===== src/rtl/elastic_pipe_stage.sv =====
// Purpose : generic valid/ready pipeline register with synchronous flush and optional skid entry.
// Latency : one cycle from in_data acceptance to out_data/out_valid.
// Backpr. : skid build accepts one more beat after out_ready drops, then in_ready falls (registered);
//           non-skid build stalls combinationally (in_ready = !out_valid | out_ready).
//
// Build option: ELASTIC_PIPE_SKID_EN (defined = two-entry stage with skid register and FULL state).
//
// Ports:
//   CLK        rising-edge clock
//   nRST       asynchronous active-low reset
//   flush      synchronous squash of all held entries (top priority)
//   in_valid   upstream presents in_data
//   in_ready   stage accepts in_data this cycle
//   in_data    upstream payload
//   out_valid  out_data holds a live entry
//   out_ready  downstream consumes out_data this cycle
//   out_data   head entry payload (main register)
//   occupancy  live entries: 0, 1 or 2
module elastic_pipe_stage #(
  parameter int                    DATA_WIDTH = 32,
  parameter logic [DATA_WIDTH-1:0] RESET_VAL  = '0
) (
  input  logic                  CLK,
  input  logic                  nRST,
  input  logic                  flush,
  input  logic                  in_valid,
  output logic                  in_ready,
  input  logic [DATA_WIDTH-1:0] in_data,
  output logic                  out_valid,
  input  logic                  out_ready,
  output logic [DATA_WIDTH-1:0] out_data,
  output logic [1:0]            occupancy
);

  typedef enum logic [1:0] {
    ST_EMPTY = 2'd0,
    ST_BUSY  = 2'd1,
    ST_FULL  = 2'd2
  } state_t;

  state_t                r_state;
  state_t                w_state_nxt;
  logic [DATA_WIDTH-1:0] r_main;
  logic [DATA_WIDTH-1:0] w_main_nxt;
  logic                  w_in_fire;
  logic                  w_out_fire;

  assign out_valid  = (r_state != ST_EMPTY);
  assign out_data   = r_main;
  assign w_in_fire  = in_valid & in_ready;
  assign w_out_fire = out_valid & out_ready;

`ifdef ELASTIC_PIPE_SKID_EN
  logic [DATA_WIDTH-1:0] r_skid;
  logic [DATA_WIDTH-1:0] w_skid_nxt;

  // Decoded from the state flops only, so upstream never sees out_ready combinationally.
  assign in_ready = (r_state != ST_FULL);

  always_comb begin
    w_state_nxt = r_state;
    w_main_nxt  = r_main;
    w_skid_nxt  = r_skid;
    if (flush) begin
      // Handshakes in this cycle still complete; the accepted payload is simply dropped.
      w_state_nxt = ST_EMPTY;
      w_main_nxt  = RESET_VAL;
      w_skid_nxt  = RESET_VAL;
    end else begin
      case (r_state)
        ST_EMPTY: begin
          if (w_in_fire) begin
            w_main_nxt  = in_data;
            w_state_nxt = ST_BUSY;
          end
        end
        ST_BUSY: begin
          if (w_in_fire && w_out_fire) begin
            w_main_nxt = in_data;
          end else if (w_in_fire) begin
            // Downstream stalled: park the extra beat behind the head.
            w_skid_nxt  = in_data;
            w_state_nxt = ST_FULL;
          end else if (w_out_fire) begin
            w_state_nxt = ST_EMPTY;  // main keeps its stale value
          end
        end
        ST_FULL: begin
          if (w_out_fire) begin
            w_main_nxt  = r_skid;
            w_state_nxt = ST_BUSY;
          end
        end
        default: begin
          w_state_nxt = ST_EMPTY;
        end
      endcase
    end
  end

  always_ff @(posedge CLK or negedge nRST) begin
    if (!nRST) begin
      r_skid <= RESET_VAL;
    end else begin
      r_skid <= w_skid_nxt;
    end
  end
`else
  // Single entry: a consuming downstream frees the slot in the same cycle.
  assign in_ready = !out_valid | out_ready;

  always_comb begin
    w_state_nxt = r_state;
    w_main_nxt  = r_main;
    if (flush) begin
      w_state_nxt = ST_EMPTY;
      w_main_nxt  = RESET_VAL;
    end else begin
      case (r_state)
        ST_EMPTY: begin
          if (w_in_fire) begin
            w_main_nxt  = in_data;
            w_state_nxt = ST_BUSY;
          end
        end
        ST_BUSY: begin
          // in_fire here implies out_fire, since in_ready needs out_ready while BUSY.
          if (w_in_fire) begin
            w_main_nxt = in_data;
          end else if (w_out_fire) begin
            w_state_nxt = ST_EMPTY;
          end
        end
        default: begin
          w_state_nxt = ST_EMPTY;
        end
      endcase
    end
  end
`endif

  always_ff @(posedge CLK or negedge nRST) begin
    if (!nRST) begin
      r_state <= ST_EMPTY;
      r_main  <= RESET_VAL;
    end else begin
      r_state <= w_state_nxt;
      r_main  <= w_main_nxt;
    end
  end

  always_comb begin
    occupancy = 2'd0;
    case (r_state)
      ST_BUSY: occupancy = 2'd1;
      ST_FULL: occupancy = 2'd2;
      default: occupancy = 2'd0;
    endcase
  end

endmodule


===== config.mk =====
export PLATFORM = sky130hd
export DESIGN_NAME = elastic_pipe_stage
export DESIGN_NICKNAME = d
export VERILOG_FILES = /design/src/rtl/elastic_pipe_stage.sv
export SDC_FILE = /design/constraint.sdc
export NUM_CORES = 1
export LEC_CHECK = 0
export BUFFER_PORTS_ARGS = -buffer_cell sky130_fd_sc_hd__buf_2
export CORE_ASPECT_RATIO = 1.5
export CORE_MARGIN = 2
export CORE_UTILIZATION = 30
export DETAILED_ROUTE_END_ITERATION = 16
export SLEW_MARGIN = 20
export SYNTH_ARGS = -nofsm -noshare
export SYNTH_HDL_FRONTEND = slang
export SYNTH_SLANG_ARGS = --single-unit

===== constraint.sdc =====
create_clock -name CLK -period 1.3 [get_ports CLK]
set_input_delay 0.065 -clock CLK [delete_from_list [all_inputs] [get_ports CLK]]
set_output_delay 0.065 -clock CLK [all_outputs]
set_load 0.01 [all_outputs]

==> impl_metrics.json, run 1 <==
{
  "status": "completed",
  "final_nets": 255,
  "io_pins": 73,
  "die_h_microns": 94.2,
  "critical_path.max_stage_delay_ns": 0.42,
  "synth_area_per_cell_sq_um": 10.6,
  "cts.sinks": 33,
  "worstSkewPairLatency_ns": 0.28,
  "final_common_cell": "buf_2",
  "end_kind": "output pin",
  "grt_overflow": 0,
  "die_w_microns": 64.1,
  "crit_path_max_fanout": 27,
  "setup_viol": 0,
  "synth_cells": 153,
  "port_buffers": 71,
  "cp.buffers_inverters": 2,
  "async_flop_share_pct": 100,
  "critPathSlowestCell": "dfrtp_1",
  "start_util_pct": 31.3,
  "antenna_cells": 0,
  "synth_edf_count": 0,
  "hold_class": "in2reg",
  "numCtsBuffers": 5,
  "synth_nets": 190,
  "leakage_nw": 1.11,
  "crit_type": "reg2out",
  "max_freq_mhz": 828,
  "ir_drop_mv": 0.636,
  "cts_buffer_depth": 2,
  "ys_ff_latch": 33,
  "crit_start": "r_state[0]$_DFFE_PN0P_",
  "rrSetupSlack_ns": 0.16,
  "powerDensity_nw_per_um2": 1080,
  "dpl.hpwl_mm": 2.44,
  "fin_ws_ns": 0.0917,
  "syn-cell-area_sq_um": 1630,
  "dp_slack_ns": 0.191,
  "hold_violations": 0,
  "r2r_end": "out_data[20]$_DFFE_PN0P_",
  "arrival_ns": 1.14,
  "grt_pass1_wl_mm": 6.18,
  "setup_tns_ns": 0,
  "antenna_found_initial": 0,
  "root_buffer": "clkbuf_8",
  "path_cells": "nand2b_4, buf_16, buf_2",
  "report.final.slew_viol_count": 0,
  "timing.clock.skew_ns": 0.00310,
  "grt_max_degree": 66,
  "yosysWarningCount": 0,
  "core_sq_um": 5200,
  "cts_htree_levels": 2,
  "synth-main-ff-cell": "dfrtp_1",
  "power_mw": 2.36,
  "fin_crit_sh_pct": 92.9,
  "syn2layout_area_growth_pct": 34.4,
  "ys_seq_area_share_pct": 50.7,
  "first_pass_iters": 3,
  "grt_pass1_vias": 1231,
  "regToRegStartpoint": "r_state[0]$_DFFE_PN0P_",
  "holdPathStages": 3,
  "wl_per_cell_microns": 13.3,
  "die-area_sq_um": 6040,
  "rr_worst_depth": 4,
  "postRouteAntennaNets": 0,
  "drive_above_1_share_pct": 53.9,
  "path_depth": 3,
  "required_ns": 1.24,
  "drt_wl_total_mm": 3.82,
  "drcViolationCount": 0,
  "rows": 32,
  "post_cts_buffers": 0,
  "grtUsageTotal_pct": 13.2,
  "layout_common_cells": "buf_2 (71), dfrtp_1 (33), nand3_1 (32), a21oi_1 (27), a21bo_2 (26)",
  "critical-path-top-delay-family": "flip-flops",
  "tritoncts": "done",
  "drv_cap": 0,
  "drt-initial-drc-count": 35,
  "rsz0062_at_grt": "false",
  "path_clk_slew_ns": 0.07,
  "hp-start": "in_data[7]",
  "gp_congestion": 0.708,
  "crit_path_start_kind": "flop",
  "viasPerCell": 4.69,
  "ys_types": 14,
  "crit_path_end": "in_ready",
  "fin_crit_ns": 1.21,
  "vias": 1347
}
==> Yosys cell counts, types with 2 or more instances <==
cell,instances,area [sq um]
a21bo_1,6,60.1
clkbuf_1,4,15.0
a21oi_2,6,52.6
a21bo_2,26,260
dfrtp_1,33,826
buf_4,2,15.0
a21oi_1,27,135
buf_6,2,22.5
buf_2,11,55.1
nand3_1,32,160
==> kinds of logic (layout without fill, tap and decap cells) <==
family / Yosys count / after routing / synth area share, %
AND/OR/NAND/NOR: 33 / 33 / 10.7
other: 1 / 1 / 0.230
AO/OA/AOI/OAI: 65 / 65 / 31.2
flip-flops: 33 / 33 / 50.7
buffers and inverters: 21 / 87 / 7.15
==> routing by layer <==
layer	global-route usage, %	routed length, microns
met5	0	0
met3	2.76	203
met1	16.1	1570
met4	7.62	89
met2	21.4	1960
==> worst reg2reg max path, stage by stage (launching register included) <==
cell and delay [ns]:
dfrtp_1 0.40, nand2b_4 0.10, buf_4 0.19, a21bo_2 0.22, a21oi_1 0.15
==> stage by stage <==
stage	hold WS, ns	instance area, sq um	util, %	std cells
6_report	0.0257	2190	42.0	287
5_1_grt	0.0183	2190	42.0	287
4_1_cts	0.0153	2150	41.4	286
3_5_place_dp	0.0394	2040	39.3	277
3_3_place_gp	0.0398	2040	39.3	277
2_1_floorplan	-0.231	1630	-	153
==> final cells by class <==
type,count,area (sq um)
clock buffer,7,96.3
clock inverter,1,5.00
inverter,1,3.75
tap,68,85.1
multi-input combinational,99,686
sequential,33,826
fill,558,3020
timing repair buffer,78,485
==> timing repair <==
item,in CTS,in global routing
hold endpoints to repair,33,0
hold buffers,1,0
endpoints found under the setup margin,0,1
gates resized for setup,0,1
==> where the power goes <==
group          internal (mW)  leakage (nW)  total (mW)  switching [mW]
Sequential              1.08         0.441        1.11          0.0252
Combinational          0.197         0.611       0.406           0.209
Clock                  0.478        0.0542       0.848           0.369
Total                   1.76          1.11        2.36           0.603
==> worst min path at each step <==
| stage | end |
|---|---|
| global route | out_data[5]$_DFFE_PN0P_ |
| detailed placement | out_data[24]$_DFFE_PN0P_ |
| global placement | out_data[22]$_DFFE_PN0P_ |
| finish | out_data[7]$_DFFE_PN0P_ |
| CTS | out_data[1]$_DFFE_PN0P_ |
| floorplan | out_data[0]$_DFFE_PN0P_ |
==> registers in the layout (all words and copies together), names as in the netlist <==
name / flops
r_state: 1
out_data: 32
No activity file was read; power rests on OpenSTA's default activity.
==> inputs of run 2 (changes only) <==
clock period = 1.5 ns   (was 1.3 ns; I/O delays follow)
==> run 2 against run 1 <==
Effect of this change:
- first-iteration DRC count up 46%
- sequential share of layout area is 1.3 points higher
- worst setup slack improved by 0.15 ns
==> impl_metrics.json, run 2 (same netlist as run 1, synthesis figures left out) <==
{
  "fin_crit_sh_pct": 84.1,
  "die_h_microns": 94.2,
  "end_kind": "output pin",
  "vias": 1352,
  "cts.sinks": 33,
  "critPathSlowestCell": "dfrtp_1",
  "n_fill_cell": 560,
  "cts_buffer_depth": 2,
  "layout_common_cells": "buf_2 (71), dfrtp_1 (33), nand3_1 (32), a21oi_1 (27), a21bo_2 (26)",
  "setup_tns_ns": 0,
  "final_nets": 253,
  "fin_crit_ns": 1.26,
  "regToRegStartpoint": "r_state[0]$_DFFE_PN0P_",
  "worstSkewPairLatency_ns": 0.28,
  "fin_ws_ns": 0.238,
  "drcViolationCount": 0,
  "post_cts_buffers": 0,
  "arrival_ns": 1.19,
  "final_area_sq_um": 2120,
  "root_buffer": "clkbuf_8",
  "hold_ws_ns": 0.0254,
  "syn2layout_area_growth_pct": 30.0,
  "report.final.slew_viol_count": 0,
  "core_sq_um": 5200,
  "rsz0062_at_grt": "false",
  "dpl.cell_count": 276,
  "die-area_sq_um": 6040,
  "powerDensity_nw_per_um2": 916,
  "crit_path_end": "in_ready",
  "r2r_end": "out_data[7]$_DFFE_PN0P_",
  "path_clk_slew_ns": 0.07,
  "crit_path_start_kind": "flop",
  "path_cells": "nand2b_4, buf_12, buf_2",
  "largest_reg_flops": 32,
  "gp_congestion": 0.696,
  "tightest_slew_ns": 0.769,
  "grt_pass1_wl_mm": 6.01,
  "die_w_microns": 64.1,
  "drt-initial-drc-count": 51,
  "numCtsBuffers": 5,
  "max_freq_mhz": 792,
  "status": "completed",
  "dpl.hpwl_mm": 2.48,
  "antenna_found_initial": 0,
  "required_ns": 1.42,
  "viasPerCell": 4.74,
  "final_common_cell": "buf_2",
  "place_area_sq_um": 2020,
  "drt_wl_total_mm": 3.79,
  "drive_above_1_share_pct": 53.0,
  "drv_cap": 0,
  "crit_path_max_fanout": 35,
  "hold_class": "in2reg",
  "relSlewSlack_pct": 48.7,
  "crit_start": "r_state[0]$_DFFE_PN0P_",
  "port_buffers": 71,
  "grt_overflow": 0,
  "timing.clock.skew_ns": 0.00691,
  "wl_per_cell_microns": 13.3,
  "critical_path.max_stage_delay_ns": 0.42,
  "hold_violations": 0,
  "first_pass_iters": 4,
  "utilization_pct": 40.6,
  "postRouteAntennaNets": 0,
  "start_util_pct": 31.3,
  "setup_viol": 0,
  "rr_worst_depth": 4,
  "final_cells": 285,
  "grt_max_degree": 66,
  "rows": 32,
  "grtUsageTotal_pct": 12.6,
  "antenna_cells": 0,
  "io_pins": 73,
  "cts_htree_levels": 2,
  "rrSetupSlack_ns": 0.38,
  "ctsResizeCount": 0,
  "grt_pass1_vias": 1248,
  "leakage_nw": 1.07,
  "power_mw": 1.94,
  "tritoncts": "done",
  "dp_slack_ns": 0.373,
  "ir_drop_mv": 0.415,
  "crit_type": "reg2out"
}
==> run 2: worst min-delay path by stage <==
stage | depth (start not counted) | startpoint | end
5_1_grt | 3 | in_data[13] | out_data[13]$_DFFE_PN0P_
3_3_place_gp | 1 | nRST | out_data[24]$_DFFE_PN0P_
3_5_place_dp | 1 | nRST | out_data[22]$_DFFE_PN0P_
6_report | 3 | in_data[13] | out_data[13]$_DFFE_PN0P_
2_1_floorplan | 0 | nRST | out_data[0]$_DFFE_PN0P_
4_1_cts | 3 | in_data[13] | out_data[13]$_DFFE_PN0P_
==> run 2: repair_timing <==
action	CTS	global route
endpoints found under the setup margin	0	0
hold buffers	1	0
endpoints found under the hold margin	33	0
==> run 2: power breakdown <==
part,switching [mW],internal (mW)
logic,0.178,0.158
clock network,0.319,0.321
registers,0.0235,0.939
==> run 2: area by class of cell <==
type | count | area, sq um | share of cell area (%)
clock buffers | 6 | 72.6 | 3.43
clock inverters | 2 | 10.0 | 0.473
inverters | 1 | 3.75 | 0.177
multi-input cells | 99 | 686 | 32.4
flip-flops and latches | 33 | 826 | 39.0
well taps | 68 | 85.1 | 4.02
repair buffers | 76 | 433 | 20.5
==> run 2: per-layer routing <==
metal  track usage [%]  part of all wire, %
met2              21.1                   52
met3              3.12                  5.4
met5                 0                    0
met1              15.3                   40
met4              5.50                  2.3
==> run 2: worst max-delay path, delay by kind of cell (launching register included) <==
kind                   cells  cell delay [ns]
DFF                        1             0.42
and+or+nand+nor            1             0.13
buffers and inverters      2             0.36
